[config.mk]
export PLATFORM = sky130hd
export DESIGN_NAME = serial_adder
export DESIGN_NICKNAME = d
export VERILOG_FILES = /design/src/rtl/serial_adder_pkg.sv /design/src/rtl/serial_adder_digit.sv /design/src/rtl/serial_adder.sv
export SDC_FILE = /design/constraint.sdc
export NUM_CORES = 1
export LEC_CHECK = 0
export BUFFER_PORTS_ARGS = -buffer_cell sky130_fd_sc_hd__buf_2
export CAP_MARGIN = 20
export CELL_PAD_IN_SITES_DETAIL_PLACEMENT = 1
export CELL_PAD_IN_SITES_GLOBAL_PLACEMENT = 2
export CORE_AREA = 8 8 99 65
export CTS_CLUSTER_DIAMETER = 50
export DETAILED_ROUTE_END_ITERATION = 8
export DIE_AREA = 0 0 107 73
export PLACE_DENSITY_LB_ADDON = 0.15
export SLEW_MARGIN = 20
export SYNTH_ARGS = -nofsm -noshare
export SYNTH_HDL_FRONTEND = slang
export SYNTH_SLANG_ARGS = --single-unit
export TNS_END_PERCENT = 10
[constraint.sdc]
create_clock -name clk -period 2.1 [get_ports clk]
set_input_delay 0.105 -clock clk [delete_from_list [all_inputs] [get_ports clk]]
set_output_delay 0.105 -clock clk [all_outputs]
set_load 0.01 [all_outputs]
[src/rtl/serial_adder_pkg.sv]
// Shared types and helpers for the digit-serial adder/subtractor.
package serial_adder_pkg;

   typedef enum logic [1:0] {
      ST_IDLE = 2'd0,
      ST_ADD  = 2'd1,
      ST_DONE = 2'd2
   } state_e;

   // Ceiling log2; clog2(1) = 0.
   function automatic int unsigned clog2(input int unsigned n);
      int unsigned r;
      int unsigned v;
      r = 0;
      v = (n > 0) ? n - 1 : 0;
      while (v != 0) begin
         r = r + 1;
         v = v >> 1;
      end
      return r;
   endfunction

   // Digit counter width, never narrower than one bit.
   function automatic int unsigned cnt_width(input int unsigned n);
      return (clog2(n) < 1) ? 1 : clog2(n);
   endfunction

endpackage

[src/rtl/serial_adder_digit.sv]
// Combinational DIGIT-bit ripple-carry slice; exposes the carry into its MSB for overflow.
module serial_adder_digit #(
   parameter int unsigned DIGIT = 2
) (
   input  logic [DIGIT-1:0] x,
   input  logic [DIGIT-1:0] y,
   input  logic             ci,
   output logic [DIGIT-1:0] s,
   output logic             co,
   output logic             c_msb_in
);

   logic [DIGIT:0] c;

   always_comb begin
      c    = '0;
      s    = '0;
      c[0] = ci;
      for (int unsigned i = 0; i < DIGIT; i++) begin
         s[i]   = x[i] ^ y[i] ^ c[i];
         c[i+1] = (x[i] & y[i]) | (c[i] & (x[i] ^ y[i]));
      end
   end

   assign co       = c[DIGIT];
   assign c_msb_in = c[DIGIT-1];

endmodule

[src/rtl/serial_adder.sv]
// Digit-serial adder/subtractor: WIDTH-bit operands processed DIGIT bits per clock, LSB first,
// behind a valid/ready input handshake and in front of a valid/ready output handshake.
module serial_adder
   import serial_adder_pkg::*;
#(
   parameter int unsigned WIDTH = 8,
   parameter int unsigned DIGIT = 2
) (
   input  logic             clk,
   input  logic             rst_n,
   input  logic             in_valid,
   output logic             in_ready,
   input  logic [WIDTH-1:0] a,
   input  logic [WIDTH-1:0] b,
   input  logic             cin,
   input  logic             sub,
   output logic             out_valid,
   input  logic             out_ready,
   output logic [WIDTH-1:0] sum,
   output logic             cout,
   output logic             overflow
);

   localparam int unsigned N      = WIDTH / DIGIT;
   localparam int unsigned CW     = cnt_width(N);
   localparam logic [CW-1:0] LAST = CW'(N - 1);
   localparam int unsigned TOP    = WIDTH - DIGIT;

   state_e           state_q;
   logic [CW-1:0]    cnt_q;
   logic [WIDTH-1:0] a_q;
   logic [WIDTH-1:0] b_q;
   logic             carry_q;
   logic [WIDTH-1:0] sum_q;
   logic             cout_q;
   logic             ovf_q;
   logic             in_ready_q;
   logic             out_valid_q;

   logic [DIGIT-1:0] dig_s;
   logic             dig_co;
   logic             dig_cmsb;

   // Operands are shifted right each step, so the active digit always sits at the bottom.
   serial_adder_digit #(
      .DIGIT (DIGIT)
   ) u_digit (
      .x        (a_q[DIGIT-1:0]),
      .y        (b_q[DIGIT-1:0]),
      .ci       (carry_q),
      .s        (dig_s),
      .co       (dig_co),
      .c_msb_in (dig_cmsb)
   );

   always_ff @(posedge clk or negedge rst_n) begin
      if (!rst_n) begin
         state_q     <= ST_IDLE;
         cnt_q       <= '0;
         a_q         <= '0;
         b_q         <= '0;
         carry_q     <= 1'b0;
         sum_q       <= '0;
         cout_q      <= 1'b0;
         ovf_q       <= 1'b0;
         in_ready_q  <= 1'b1;
         out_valid_q <= 1'b0;
      end else begin
         case (state_q)
            ST_IDLE: begin
               if (in_valid) begin
                  a_q        <= a;
                  b_q        <= sub ? ~b : b;
                  carry_q    <= sub ? 1'b1 : cin;
                  cnt_q      <= '0;
                  in_ready_q <= 1'b0;
                  state_q    <= ST_ADD;
               end
            end
            ST_ADD: begin
               // Result digits enter at the top and settle into place after N steps.
               sum_q   <= (sum_q >> DIGIT) | (WIDTH'(dig_s) << TOP);
               a_q     <= a_q >> DIGIT;
               b_q     <= b_q >> DIGIT;
               carry_q <= dig_co;
               cnt_q   <= cnt_q + CW'(1);
               if (cnt_q == LAST) begin
                  cout_q      <= dig_co;
                  ovf_q       <= dig_co ^ dig_cmsb;
                  out_valid_q <= 1'b1;
                  state_q     <= ST_DONE;
               end
            end
            ST_DONE: begin
               if (out_ready) begin
                  out_valid_q <= 1'b0;
                  in_ready_q  <= 1'b1;
                  state_q     <= ST_IDLE;
               end
            end
            default: begin
               out_valid_q <= 1'b0;
               in_ready_q  <= 1'b1;
               state_q     <= ST_IDLE;
            end
         endcase
      end
   end

   assign in_ready  = in_ready_q;
   assign out_valid = out_valid_q;
   assign sum       = sum_q;
   assign cout      = cout_q;
   assign overflow  = ovf_q;

endmodule

==> results.cfg, run 1 <==
[run_status]
status = finished, final reports clean

[critical_path]
start_kind = flip-flop
r2r_slack_ns = 0.37
cp.arrival_ns = 1.94
cp.required_ns = 2.31
r2r-start = a_q[0]
crit_path_end_kind = flip-flop
cp_max_fo = 3
reg2reg_depth = 5
path_class = reg2reg
reg2reg_to = carry_q

[clocking]
cts_tree = done
path_clk_slew_ns = 0.07
cts_hold_buf = 1
numCtsBuffers = 5
h-tree-depth = 2
post_cts_buffers = 0
cts_buffer_depth = 2
post_cts_resized = 0
numClockSinks = 33
clk_latency_ns = 0.29
root_buffer = clkbuf_8

[synthesis]
ys_warn_count = 0
synth.distinct_cells = 25
yosys_register_bits = 33
yosys.area.top_type_share_pct = 50.91
yosys.area.top_type = dfrtp_1
synth_edf_count = 0
postSynth.asyncResetShare_pct = 100.0
synth_top_cells_by_count = 32 x dfrtp_1, 31 x nand2_1, 15 x o22ai_1, 13 x o21ai_0, 12 x a21oi_1
synth_area_sq_um = 1573
ys_top_cells_by_area = dfrtp_1 51%, nand2_1 7.4%, o22ai_1 6.0%
synth_flop_cell = dfrtp_1
syn_nets = 183
syn_avg_cell_area_sq_um = 9.954
synth_most_common_cell = dfrtp_1
yosysSeqAreaShare_pct = 52.59
syn_inst = 158

[hold_path]
hp-class = in2reg
whs_path_depth = 2
hold-path-endpoint = a_q[7]
hold_start = a[7]

[sta]
fin_setup_tns_ns = 0
hold-worst-slack_ns = 0.06898
rsz0062_at_grt = false
finalCriticalPeriod_ns = 1.729
drv_slew = 0
slew_headroom_pct = 49.20
finClkSkew_ns = 0.008278
period_share_pct = 82.35
hold_violations = 0
setup_violations = 0
tightest_slew_ns = 0.7621
fmax_ghz = 0.5782

[route]
ant_nets = 0
drt_iter0_drc = 37
viasPerCell = 4.809
drt_pass1_iterations = 3
drc = 0
wl_per_cell_um = 16.12
via_count = 1236
wl_um = 4142

[pwr]
power_density_nw_per_um2 = 1612
p_leak_nw = 0.9135
vdd_drop_max_mv = 0.5966

[placed_design]
io_buffers = 33
place_hpwl_um = 2967
gp_congestion = 0.7146

[final_layout]
nets = 215
diodes = 0
drive_gt1_share_pct = 23.56
syn_to_final_growth_pct = 21.40

[die]
io_pins = 34
rows = 20
core_sq_um = 4930
die_h_um = 73
initial_core_util_pct = 31.90
die-area_sq_um = 7811
chipWidth_um = 107

[global_route]
grt-ovfl-total = 0
antenna_found_initial = 0
grt_pass1_wl_um = 7044
grt_max_degree = 34
grt_usage_pct = 11.65
grt_pass1_vias = 1331

[run]
maxCapViolations = 0
==> flip-flops by register name, indices dropped and copies added (netlist names) <==
register,flops
a_q,8
b_q,8
sum,8
cnt_q,2
state_q,2
carry_q,1
cout,1
in_ready,1
out_valid,1
overflow,1
==> kinds of logic (layout without fill, tap and decap cells) <==
logic type	Yosys count	after routing	synth area share [%]
flops	33	33	52.59
xor+xnor	9	9	5.012
compound gates	48	48	18.62
mux	4	4	2.546
simple gates	43	43	12.01
fa+ha+maj	3	3	3.341
buf+inv	18	51	5.887
==> per-stage QoR <==
stage               power (mW)  setup slack [ns]  utilization (%)  instance area, sq um  std cells
detailed placement       2.405            0.3829            35.81                  1765        248
floorplan                2.041            0.4702                -                  1573        158
finish                   3.078            0.3706            38.73                  1909        257
global placement         2.345            0.4175            35.81                  1765        248
CTS                      3.135            0.3664            38.73                  1909        257
global route             3.369            0.2424            38.73                  1909        257
==> power breakdown <==
group	switching, mW	total, mW	internal [mW]
combinational	0.684	1.18	0.499
clock	0.245	0.717	0.472
sequential	0.239	1.18	0.939
total	1.17	3.08	1.91
==> cells in the final DEF, fill, tap and decap left out, types with 2 or more instances in the layout <==
cell        n
inv_1       8
xor2_1      7
o21ai_0    13
nand2b_1    2
xnor2_1     2
o22ai_1    15
bufinv_16   2
nand2_1    31
nor2_1      3
a32o_1      2
a21oi_1    12
clkbuf_8    5
fa_1        2
buf_2      33
mux2i_1     4
dfrtp_1    32
nor2b_1     4
a22o_1      3
==> routing by layer <==
layer | track usage, % | wire, um | vias to the layer above
met5 | 0 | 0 | -
met4 | 3.256 | 27 | 0
met3 | 3.527 | 176 | 4
met2 | 16.61 | 1723 | 21
met1 | 16.38 | 2214 | 603
li1 | - | - | 608
==> worst max path at each step <==
| stage | slack (ns) | cells past startpoint | to | startpoint |
|---|---|---|---|---|
| 6_report | 0.37 | 5 | carry_q | a_q[0] |
| 5_1_grt | 0.24 | 5 | overflow | a_q[0] |
| 4_1_cts | 0.37 | 5 | carry_q | a_q[0] |
| 3_5_place_dp | 0.38 | 5 | carry_q | a_q[0] |
| 3_3_place_gp | 0.42 | 5 | overflow | a_q[0] |
| 2_1_floorplan | 0.47 | 5 | carry_q | a_q[0] |
==> critical path, stage by stage (launching register included) <==
cell and delay, ns:
dfrtp_1 0.37, inv_1 0.07, fa_1 0.47, fa_1 0.44
a22o_1 0.20, a21oi_1 0.11
==> cell type report <==
| type | count | area [sq um] |
|---|---|---|
| fillers | 579 | 3020 |
| flip-flops and latches | 33 | 827.0 |
| multi-input cells | 107 | 653.1 |
| repair buffers | 35 | 182.7 |
| well taps | 66 | 82.58 |
| clock buffers | 5 | 68.82 |
| clock inverters | 3 | 65.06 |
| inverters | 8 | 30.03 |
Power figures use the tool's default switching activity.
==> run 2: changes to the inputs <==
==> constraint.sdc (replaced) <==
create_clock -name clk -period 1.8 [get_ports clk]
set_input_delay 0.09 -clock clk [delete_from_list [all_inputs] [get_ports clk]]
set_output_delay 0.09 -clock clk [all_outputs]
set_load 0.01 [all_outputs]
==> run 2 against run 1 <==
  * Sequential power increased by 15%
  * Fmax increased by 7.2%
  * Sequential share of layout area increased by 0.81 points
  * Flip-flop and latch count unchanged
  * Die area unchanged
  * First-iteration DRC count increased by 30%
  * Critical path type unchanged
==> results.cfg, run 2 (same netlist as run 1, synthesis figures left out) <==
[clocking]
numClockSinks = 33
clk_latency_ns = 0.27
cts_tree = done
path_clk_slew_ns = 0.07
numCtsBuffers = 5
h-tree-depth = 2
cts_buffer_depth = 2
root_buffer = clkbuf_8
post_cts_buffers = 0

[placed_design]
place_inst = 249
io_buffers = 33
place_hpwl_um = 3075
place_ws_ns = 0.04864
gp_congestion = 0.7317

[critical_path]
cp.required_ns = 2.00
start_kind = flip-flop
cp.arrival_ns = 1.81
cp_max_fo = 3
crit_path_end_kind = flip-flop
path_class = reg2reg

[final_layout]
multi_input_area_sq_um = 658.1
final_cell_mix = 33 x buf_2, 32 x dfrtp_1, 31 x nand2_1, 15 x o22ai_1, 13 x o21ai_0
regArea_sq_um = 827.0
drive_gt1_share_pct = 24.08
nFillCells = 584
nets = 216
layout_commonest_cell = buf_2
syn_to_final_growth_pct = 19.17
diodes = 0
instances_no_fill = 257

[sta]
hold_violations = 0
tightest_slew_ns = 0.7618
setup_violations = 0
rsz0062_at_grt = false
finalCriticalPeriod_ns = 1.613
drv_slew = 0
fmax_ghz = 0.6198
slew_headroom_pct = 49.22
period_share_pct = 89.63
fin_setup_tns_ns = 0
finClkSkew_ns = 0.006911
worst_slack_ns = 0.1867

[global_route]
grt_pass1_wl_um = 7279
grt_usage_pct = 11.84
grt_pass1_vias = 1425
grt-ovfl-total = 0
antenna_found_initial = 0
grt_max_degree = 34

[route]
wl_um = 4152
viasPerCell = 4.883
highest_layer = met4
via_count = 1255
drt_pass1_iterations = 4
met3WireLength_um = 186
met2WireLength_um = 1791
wl_per_cell_um = 16.16
ant_nets = 0
wl_met1_um = 2159
drt_iter0_drc = 48
drc = 0

[pwr]
power_density_nw_per_um2 = 1785
vdd_drop_max_mv = 0.4884
total_power_mw = 3.346
p_leak_nw = 0.8931

[hold_path]
hp-class = in2reg

[die]
io_pins = 34
rows = 20
chipWidth_um = 107
die_h_um = 73
core_sq_um = 4930
die-area_sq_um = 7811
initial_core_util_pct = 31.90

[run]
maxCapViolations = 0

[run_status]
status = finished, final reports clean
==> run 2: report_power, final <==
group          internal (mW)  total [mW]  switching (mW)
clock network          0.303       0.554           0.251
logic                  0.599        1.43           0.835
registers               1.10        1.36           0.260
==> run 2: worst paths after layout <==
kind	to	slack (ns)	from	depth (start not counted)
worst max-delay path	carry_q	0.19	a_q[0]	5
worst min-delay path	a_q[7]	0.07	a[7]	2
worst max register to register	carry_q	0.19	a_q[0]	5
worst min register to register	sum[0]	0.48	sum[0]	2
max in group asynchronous	b_q[3]	0.89	rst_n	2
min in group asynchronous	a_q[6]	0.42	rst_n	2
==> run 2: metal layers <==
layer  global-route usage [%]  vias to the layer above
li1                         -                      606
met1                    15.52                      627
met2                    18.05                       20
met3                    3.968                        2
met4                    3.256                        0
met5                        0                        -
==> run 2: area by class of cell <==
cell class	instances	share of cell area [%]
sequential	33	44.13
multi-input combinational	107	35.11
clock buffer	7	4.606
tap	66	4.406
inverter	8	1.602
timing repair buffer	36	10.15
==> run 2: metrics by stage <==
step	instance area, sq um	hold slack, ns	utilization (%)
CTS	1869	0.06449	37.92
global route	1874	0.08005	38.02
floorplan	1573	-0.2056	-
finish	1874	0.07042	38.02
detailed placement	1773	0.2084	35.96
global placement	1773	0.2100	35.96
==> run 2: critical path, cell delays in order (launching register included) <==
cell and delay, ns:
dfrtp_1 0.36, inv_1 0.08, fa_2 0.42, fa_2 0.37, a22o_1 0.19, a21oi_1 0.12
==> run 2: what timing repair did <==
| item | CTS | global route |
|---|---|---|
| endpoints found under the hold margin | 32 | 0 |
| hold buffers | 1 | 0 |
| resized for setup | 0 | 2 |
| setup endpoints to repair | 0 | 2 |
==> run 3: changes to the inputs <==
--- a/config.mk
+++ b/config.mk
@@ -5,14 +5,15 @@
 export SDC_FILE = /design/constraint.sdc
 export NUM_CORES = 1
 export LEC_CHECK = 0
+export ABC_AREA = 1
 export BUFFER_PORTS_ARGS = -buffer_cell sky130_fd_sc_hd__buf_2
 export CAP_MARGIN = 20
 export CELL_PAD_IN_SITES_DETAIL_PLACEMENT = 1
 export CELL_PAD_IN_SITES_GLOBAL_PLACEMENT = 2
-export CORE_AREA = 8 8 99 65
+export CORE_AREA = 8 8 102 67
 export CTS_CLUSTER_DIAMETER = 50
 export DETAILED_ROUTE_END_ITERATION = 8
-export DIE_AREA = 0 0 107 73
+export DIE_AREA = 0 0 110 75
 export PLACE_DENSITY_LB_ADDON = 0.15
 export SLEW_MARGIN = 20
 export SYNTH_ARGS = -nofsm -noshare
==> run 3 against run 2 <==
  * Worst hold slack worse by 0.066 ns
  * Worst setup slack got worse by 0.11 ns
  * Critical path depth unchanged
  * Largest power group unchanged
  * Via count rose by 4.3%
  * Non-clock buffer count grew 1
  * Synthesized area increased by 0.40%
  * Power is 4.2% higher
  * Highest routed layer unchanged
  * Clock power grew 49%
  * Largest cell class unchanged
==> results.cfg, run 3 <==
[critical_path]
cp_max_fo = 3
path_class = reg2reg
start_kind = flip-flop
cp.required_ns = 2.02
cp.arrival_ns = 1.94
crit_path_end_kind = flip-flop

[global_route]
grt_pass1_vias = 1442
grt_max_degree = 34
antenna_found_initial = 0
grt-ovfl-total = 0
grt_pass1_wl_um = 6789
grt_usage_pct = 10.68

[route]
viasPerCell = 4.529
drt_pass1_iterations = 4
ant_nets = 0
wl_per_cell_um = 13.71
drc = 0
drt_iter0_drc = 30
wl_um = 3962
via_count = 1309

[synthesis]
syn_avg_cell_area_sq_um = 8.676
synth-compound-area-share_pct = 6.260
synth_xor_area_share_pct = 2.773
synth_flop_cell = dfrtp_1
postSynth.asyncResetShare_pct = 100.0
synth_edf_count = 0
synthSimpleGateAreaFrac_pct = 27.10
yosys.area.top_type = dfrtp_1
syn_inst = 182
ys_top_cells_by_area = dfrtp_1 51%, nand2_1 17%, nand3_1 4.8%
synth_most_common_cell = nand2_1
yosysSeqAreaShare_pct = 52.38
yosys-mux-area-fraction_pct = 0
syn_nets = 207
yosys_register_bits = 33
synthAdderAreaFrac_pct = 3.328
synth_top_cells_by_count = 70 x nand2_1, 32 x dfrtp_1, 15 x nand3_1, 14 x inv_1, 12 x o21ai_0
ys_warn_count = 0
synth_area_sq_um = 1579
synth.distinct_cells = 24
yosys.area.top_type_share_pct = 50.71
synth_top_family_by_area = simple AND/OR/NAND/NOR gates

[placed_design]
place_inst = 279
place_hpwl_um = 3014
io_buffers = 33
gp_congestion = 0.7662

[die]
die_h_um = 75
rows = 21
initial_core_util_pct = 29.60
io_pins = 34
core_sq_um = 5334
chipWidth_um = 110
die-area_sq_um = 8250

[pwr]
total_power_mw = 3.487
p_leak_nw = 0.9998
vdd_drop_max_mv = 0.5148
power_density_nw_per_um2 = 1802

[hold_path]
hp-class = in2reg

[sta]
tightest_slew_ns = 0.7465
fin_setup_tns_ns = 0
setup_violations = 0
finalCriticalPeriod_ns = 1.718
finClkSkew_ns = 0.009530
drv_slew = 0
rsz0062_at_grt = false
hold_violations = 0
slew_headroom_pct = 50.23
fmax_ghz = 0.5819
period_share_pct = 95.47

[clocking]
numClockSinks = 33
h-tree-depth = 2
cts_buffer_depth = 2
cts_tree = done
post_cts_buffers = 0
clk_latency_ns = 0.28
path_clk_slew_ns = 0.08
root_buffer = clkbuf_8
numCtsBuffers = 5

[final_layout]
instances_no_fill = 289
multi_input_area_sq_um = 625.6
regArea_sq_um = 827.0
diodes = 0
drive_gt1_share_pct = 24.09
nets = 244
final_cell_mix = 70 x nand2_1, 33 x buf_2, 32 x dfrtp_1, 15 x nand3_1, 14 x inv_1
nFillCells = 643
layout_commonest_cell = nand2_1
syn_to_final_growth_pct = 22.58

[run_status]
status = finished, final reports clean

[run]
maxCapViolations = 0
run 3: cell families after synthesis:
logic type / Yosys count
and+or+nand+nor: 101
DFF: 33
adders and majority gates: 3
AOI/OAI and AO/OA: 17
buffers and inverters: 23
xor gates and xnor gates: 5
run 3: final cells by class:
cell class	count	share of cell area, %
tap	69	4.460
multi-input combinational	126	32.32
inverter	16	3.232
clock buffer	5	3.555
sequential	33	42.73
clock inverter	3	3.361
timing repair buffer	37	10.34
run 3: through the flow:
step                area, sq um  hold slack [ns]  utilization, %  worst slack (ns)
global placement           1779           0.2075           33.36           0.08382
detailed placement         1779           0.2092           33.36           0.03399
finish                     1936         0.004638           36.29           0.08163
CTS                        1933         0.003199           36.24           0.01076
floorplan                  1579          -0.2056               -            0.1199
global route               1936          0.02028           36.29           0.03076
run 3: worst max-delay path, stage by stage, from the launching register on:
cell	delay (ns)
dfrtp_1	0.35
inv_1	0.06
fa_1	0.47
fa_2	0.38
or2_2	0.30
nand3_1	0.08
run 3: timing repair:
action,in CTS,in global routing
endpoints found under the hold margin,33,0
endpoints found under the setup margin,0,1
resized for setup,0,1
hold buffers,2,0
run 3: where the power goes:
part,internal (mW),switching [mW]
sequential,1.07,0.202
clock,0.550,0.277
combinational,0.509,0.878
run 3: path summary, 6_finish.rpt:
kind | cells after the start | end | start | slack (ns)
worst max-delay path | 5 | carry_q | a_q[0] | 0.08
min in group asynchronous | 2 | cnt_q[1] | rst_n | 0.41
worst max register to register | 5 | carry_q | a_q[0] | 0.08
worst min-delay path | 3 | a_q[7] | a[7] | 0.005
worst min register to register | 2 | sum[1] | sum[1] | 0.48
max in group asynchronous | 2 | a_q[1] | rst_n | 0.91
run 3: routing by layer:
metal / vias to the layer above / track usage (%) / share of wire, % / wire (um)
met5: - / 0 / 0 / 0
met2: 26 / 17.27 / 47 / 1856
met4: 0 / 3.274 / 0.86 / 34
li1: 642 / - / - / -
met3: 4 / 3.675 / 6.1 / 241
met1: 637 / 13.15 / 46 / 1831
